`config.mk`:
```
export PLATFORM = sky130hd
export DESIGN_NAME = instruction_fetch
export DESIGN_NICKNAME = d
export VERILOG_FILES = /design/src/rtl/instruction_fetch.sv
export SDC_FILE = /design/constraint.sdc
export NUM_CORES = 1
export LEC_CHECK = 0
export BUFFER_PORTS_ARGS = -buffer_cell sky130_fd_sc_hd__buf_2
export CAP_MARGIN = 20
export CORE_MARGIN = 8
export CORE_UTILIZATION = 49
export DETAILED_ROUTE_END_ITERATION = 10
export PLACE_DENSITY = 0.76
export SETUP_SLACK_MARGIN = 0.4
export SYNTH_ARGS = -nofsm -noshare
export SYNTH_HDL_FRONTEND = slang
export SYNTH_SLANG_ARGS = --single-unit
```
`constraint.sdc`:
```
create_clock -name clk -period 2.7 [get_ports clk]
set_clock_uncertainty 0.15 [all_clocks]
set_input_delay 0.135 -clock clk [delete_from_list [all_inputs] [get_ports clk]]
set_output_delay 0.135 -clock clk [all_outputs]
set_load 0.1 [all_outputs]
```
`src/rtl/instruction_fetch.sv`:
```
// Fetch stage: issues four byte reads to a 1-cycle-latency memory and presents the
// little-endian 32-bit instruction to decode over a valid/ready handshake.
module instruction_fetch #(
    parameter int unsigned         ADDR_W   = 14,
    parameter logic [ADDR_W-1:0]   RESET_PC = 14'h1000
) (
    input  logic              clk,
    input  logic              reset,
    output logic [ADDR_W-1:0] mem_address,
    input  logic [7:0]        mem_read_data,
    input  logic              redirect_valid,
    input  logic [ADDR_W-1:0] redirect_pc,
    output logic              instr_valid,
    input  logic              instr_ready,
    output logic [31:0]       instr_data,
    output logic [ADDR_W-1:0] instr_pc
);

    typedef enum logic {FETCH, VALID} state_t;

    state_t            state, state_next;
    logic [ADDR_W-1:0] fetch_pc;
    logic [2:0]        issue_idx;
    logic [1:0]        cap_idx;
    logic              pend;
    logic [23:0]       asm_word;
    logic              capture_last;
    logic              transfer;

    // issue_idx is zero outside FETCH, so this also yields fetch_pc in VALID
    always_comb begin
        mem_address = fetch_pc + ADDR_W'(issue_idx);
    end

    always_comb begin
        capture_last = (state == FETCH) && pend && (cap_idx == 2'd3);
        transfer     = (state == VALID) && instr_ready;
        state_next   = state;
        if (redirect_valid)
            state_next = FETCH;
        else if (capture_last)
            state_next = VALID;
        else if (transfer)
            state_next = FETCH;
    end

    always_ff @(posedge clk or posedge reset) begin
        if (reset)
            state <= FETCH;
        else
            state <= state_next;
    end

    always_ff @(posedge clk or posedge reset) begin
        if (reset) begin
            fetch_pc    <= RESET_PC;
            issue_idx   <= '0;
            cap_idx     <= '0;
            pend        <= 1'b0;
            asm_word    <= '0;
            instr_valid <= 1'b0;
            instr_data  <= '0;
            instr_pc    <= '0;
        end else if (redirect_valid) begin
            // in-flight byte and partial word are abandoned; lanes get overwritten later
            fetch_pc    <= redirect_pc;
            issue_idx   <= '0;
            cap_idx     <= '0;
            pend        <= 1'b0;
            instr_valid <= 1'b0;
        end else if (state == FETCH) begin
            if (issue_idx < 3'd4) begin
                issue_idx <= issue_idx + 3'd1;
                pend      <= 1'b1;
            end else begin
                pend <= 1'b0;
            end
            if (pend) begin
                cap_idx <= cap_idx + 2'd1;
                case (cap_idx)
                    2'd0:    asm_word[7:0]   <= mem_read_data;
                    2'd1:    asm_word[15:8]  <= mem_read_data;
                    2'd2:    asm_word[23:16] <= mem_read_data;
                    default: ;
                endcase
                if (capture_last) begin
                    instr_data  <= {mem_read_data, asm_word};
                    instr_pc    <= fetch_pc;
                    instr_valid <= 1'b1;
                    issue_idx   <= '0;
                end
            end
        end else if (instr_ready) begin
            fetch_pc    <= fetch_pc + ADDR_W'(3'd4);
            instr_valid <= 1'b0;
        end
    end

endmodule

```
# == Word level (Yosys, flattened, before mapping) ==
# Cells that the tools add are included.
# Widths: inputs -> output; s select.
# totals
reg_bits,92
inputBits,26
out_inout_bits,61
# op_classes
n_addsub,4
n_lt_le_gt_ge,1
eq_ne,5
mux,22
bitwise,2
n_reduce_logical,17
# ops
cell,n
$mux 14,3
$reduce_and 4->1,4
$mux 3,5
$add 14x3->14,1
$add 14x3->14 const B,1
$mux 1,11
$reduce_bool 3->1,3
$mux 2,3
$reduce_bool 2->1,3
$eq 2x2->1 const B,2
$reduce_and 2->1,2
$add 3x1->3 const B,1
$logic_and 1x1->1,3
$lt 3x3->1 const B,1
$ne 3x3->1 const B,1
$reduce_and 3->1,1
$add 2x1->2 const B,1
$eq 2x1->1 const B,1
$logic_not 2->1,1
$ne 2x2->1 const B,1
$not 1->1,2

# == Depth between registers and ports, before layout ==
# depth
ltp_word,7
depth_mapped,7
ltp_nobuf,7

# == Worst setup path before layout ==
# Ideal clock, no wire load.
# synth_path
path_kind,reg2out
start,register issue_idx[0]
end,output mem_address[10]
arrival_time_ps,2824
required_ps,2415
slack_ps,-409
path_stages_with_launch,8
cell_sequence,dfrtp_1 -> ha_1 -> inv_1 -> fa_1 -> nor2b_1 -> o211ai_1 -> nor2_1 -> xor2_1
# synth_via
elab_chain_len,1
# synth_lines
item,line,source
"start, declared",23,logic [2:0] issue_idx;
"start signal, assigned",73,issue_idx <= issue_idx + 3'd1;
$add 14x3->14,32,mem_address = fetch_pc + ADDR_W'(issue_idx);
"end, declared",9,"output logic [ADDR_W-1:0] mem_address,"
# Every way passes these cells.

# == Final worst setup path ==
# layout_path
start,register fetch_pc[0]
end,output mem_address[10]
# layout_via
elab_chain_len,1
# layout_lines
item,line,source
"start, declared",22,logic [ADDR_W-1:0] fetch_pc;
"start signal, assigned",66,fetch_pc <= redirect_pc;
"start signal, assigned",94,fetch_pc <= fetch_pc + ADDR_W'(3'd4);
$add 14x3->14,32,
# Every way passes these cells.

==> results.md <==
* Hold EP: state$_DFFE_PP0P_
* Slew Viols, Final at 0
* Switch share at 46.4%
* Yosys Warn Count at 0
* Placed Area at 0.00483 sq mm
* Hold_sp: instr_ready
* Post-route design area at 0.00549 sq mm
* Register area share after synthesis at 56.8%
* P&R area growth vs syn at 35.3%
* R2r setup slk at 0.54 ns
* Actual slew at the worst max-slew pin at 0.535 ns
* Worst-skew pair later-pin latency at 0.35 ns
* CP Cell Sequence: ha_2, inv_2, fa_2, nor2b_4, o211ai_1, nor2_2, xor2_2, buf_12
* Reg clk slew, reported paths at 0.09 ns
* Routed Antenna Nets at 0
* Flop pwr share at 36.5%
* Core footprint at 0.00813 sq mm
* First-pass GRT wire length at 15200 um
* Yosys top cell area share at 56.1%
* WP data required at 2.41 ns
* Via-to-Cell Ratio at 5.30
* Max_slew headroom at 64.2%
* Setup TNS at 0 ns
* Synth area leaders: dfrtp_1, mux2_2, xnor2_1, ha_1, nand2_1
* Status: finished, final reports clean
* Clock sinks at 92
* CTS tree: yes
* Leak pwr at 2.65 nW
* Worst Hold Depth at 3
* DRT iter0 DRCs at 164
* Ratio of cells with drive above 1 in the final layout at 50.9%
* Syn_area_per_cell at 12.9 sq um
* Antenna diodes at 0
* Row count at 33
* Crit path capture type: output port
* Per-cell routed wire length at 17.3 um
* P_int at 0.00283 W
* RSZ-0062 raised after global routing: yes
* Vias in the first global route at 2952
* CP max stage cell: dfrtp_1
* Hold crit path type: input port to register
* Net switching power at 0.00246 W
* Initial antenna violation count at 0
* Root Buffer: clkbuf_8
* DIE AREA at 0.0115 sq mm
* Nets at 470
* R2R Path End: instr_data[16]$_DFFE_PP0P_
* Final WL at 9390 um
* Fin crit period at 2.67 ns
* R2R depth at 5
* CTS buffer count at 9
* RD Place Congestion at 0.827
* Grt ovf at 0
* Initial Utilization at 49.9%
* Crit path launch type: register
* P per Cell Area at 964 mW/mm^2
* Seq. cell area at 0.00231 sq mm
* Fin crit share at 98.7%
* Die Span X at 107 um
* Multi-input gate area at 0.00185 sq mm
* Final core occ at 67.5%
* H-tree levels at 3
* Mapped Area at 0.00406 sq mm
* Max VDD drop at 0.000340 V
* Port Buffers at 86
* Final setup violation count at 0
* Post-route DRC at 0
* Endpoints failing hold at 0
* Clock Tree Buf Depth at 2
* TritonRoute pass-1 iters at 4
* Crit-path max FO at 3
* Die H at 107 um
* Max stage delay on crit path at 0.36 ns
* Arrival time of the worst setup path at 2.38 ns
* Max-cap violations at 0
* Top-Level Pins at 87
* Post-synthesis net count at 351
* Worst setup path category: register to output port
* Register bit count reported by yosys at 92
* Layout fillers at 561
* Comb power frac at 44.2%
* Synth unique cells at 34
* Clock power share at 19.3%
* Mapped Cells at 315
* Reg-to-reg startpoint: pend$_DFFE_PP0P_
* Vias at 2876
* Fmax at 0.375 GHz
* Synth area leader: dfrtp_1
* GRT Overall Usage at 16.7%
* Pin count of the biggest net entering global routing at 93
* Final HPWL DP at 6030 um
==> how the worst max path moves through the flow <==
stage | from | endpoint | slack (ns) | cells past startpoint
detailed placement | issue_idx[0]$_DFFE_PP0P_ | mem_address[12] | 0.39 | 8
global placement | issue_idx[0]$_DFFE_PP0P_ | mem_address[12] | 0.43 | 8
finish | fetch_pc[0]$_DFFE_PP0P_ | mem_address[10] | 0.03 | 8
global route | fetch_pc[0]$_DFFE_PP0P_ | mem_address[10] | -0.06 | 8
floorplan | fetch_pc[2]$_DFFE_PP0N_ | mem_address[3] | -0.14 | 4
CTS | fetch_pc[0]$_DFFE_PP0P_ | mem_address[10] | 0.1 | 8
==> placed cells by master, fill, tap and decap left out, types with 7 or more instances in the layout <==
master,synthesis,routed
nor2_1,17,13
o21ai_0,14,12
dlygate4sd3_1,0,23
nand2_1,20,18
ha_1,9,7
nand3_1,8,7
buf_12,0,10
mux2_2,72,72
inv_1,10,8
buf_2,6,74
dfrtp_1,91,88
buf_4,1,12
xnor2_1,17,11
clkbuf_8,0,9
==> metal layers <==
layer	global-route usage [%]	share of wire, %	vias up
met5	0	0	-
met4	7.34	1.9	0
met3	3.54	5.4	17
met2	28.2	52	89
met1	20.2	41	1459
li1	-	-	1311
==> critical path: cells and delay by family (launching register included) <==
family	cells	cell delay [ns]
AOI/OAI and AO/OA	1	0.24
DFF	1	0.36
adders and majority gates	2	0.56
and+or+nand+nor	2	0.38
buffers and inverters	2	0.25
xor gates and xnor gates	1	0.24
==> power by group through the flow <==
stage	sequential (W)	combinational, W	clock, W
after floorplan	0.00303	0.000769	0
after global placement	0.00194	0.00220	0
after detailed placement	0.00196	0.00223	0
after CTS	0.00193	0.00230	0.00104
after global routing	0.00199	0.00243	0.00110
final	0.00193	0.00234	0.00102
==> cell families after synthesis <==
logic type,count (synthesis),synth area share [%]
muxes,73,20.2
buffers and inverters,26,3.42
xor gates and xnor gates,24,5.18
AOI/OAI and AO/OA,25,3.36
adders and majority gates,10,3.27
and+or+nand+nor,65,7.80
DFF,92,56.8
==> metrics by stage <==
step	setup slack [ns]	hold WS, ns	power (W)	cells
final	0.0346	0.0561	0.00529	543
after global routing	-0.0584	0.0764	0.00551	543
after CTS	0.0960	0.0383	0.00528	539
after detailed placement	0.388	0.163	0.00419	496
after global placement	0.433	0.160	0.00414	496
after floorplan	-0.142	0.0774	0.00380	315
==> cell usage after synthesis <==
| cell type | n |
|---|---|
| a32oi_1 | 1 |
| nand3_1 | 8 |
| buf_6 | 4 |
| xnor2_1 | 17 |
| nor2_1 | 17 |
| o21ai_1 | 1 |
| a21oi_1 | 6 |
| nand2_1 | 20 |
| mux2_2 | 72 |
| buf_4 | 1 |
| clkbuf_1 | 5 |
| a22oi_1 | 1 |
| xor2_1 | 7 |
| nor4_2 | 1 |
| ha_1 | 9 |
| nand4_1 | 1 |
| inv_1 | 10 |
| or4b_1 | 1 |
| mux2i_1 | 1 |
| and3_1 | 1 |
| o21ai_0 | 14 |
| nor2b_1 | 1 |
| o211ai_1 | 1 |
| dfstp_2 | 1 |
| dfrtp_1 | 91 |
| and2_1 | 5 |
| fa_1 | 1 |
| a21o_1 | 1 |
| nor3b_1 | 1 |
| buf_2 | 6 |
| or2_2 | 1 |
| and4_1 | 1 |
| nor2b_2 | 2 |
| nor3_1 | 5 |
==> timing repair <==
action	CTS	global route
hold buffers	23	0
pin swaps	4	5
buffers inserted	5	4
gates resized for setup	24	18
setup endpoints to repair	12	12
hold endpoints to repair	137	0
==> cell type report <==
cell class / instances / share of cell area [%]
tap: 105 / 2.39
sequential: 92 / 42.0
inverter: 10 / 0.752
timing repair buffer: 124 / 17.2
clock buffer: 9 / 2.26
clock inverter: 6 / 1.71
multi-input combinational: 197 / 33.6
==> registers in the layout, indices dropped and copies added, names as in the netlist <==
signal,cells
asm_word,24
instr_data,32
cap_idx,2
instr_pc,14
fetch_pc,14
instr_valid,1
state,1
issue_idx,3
pend,1
Power figures use the tool's default switching activity.
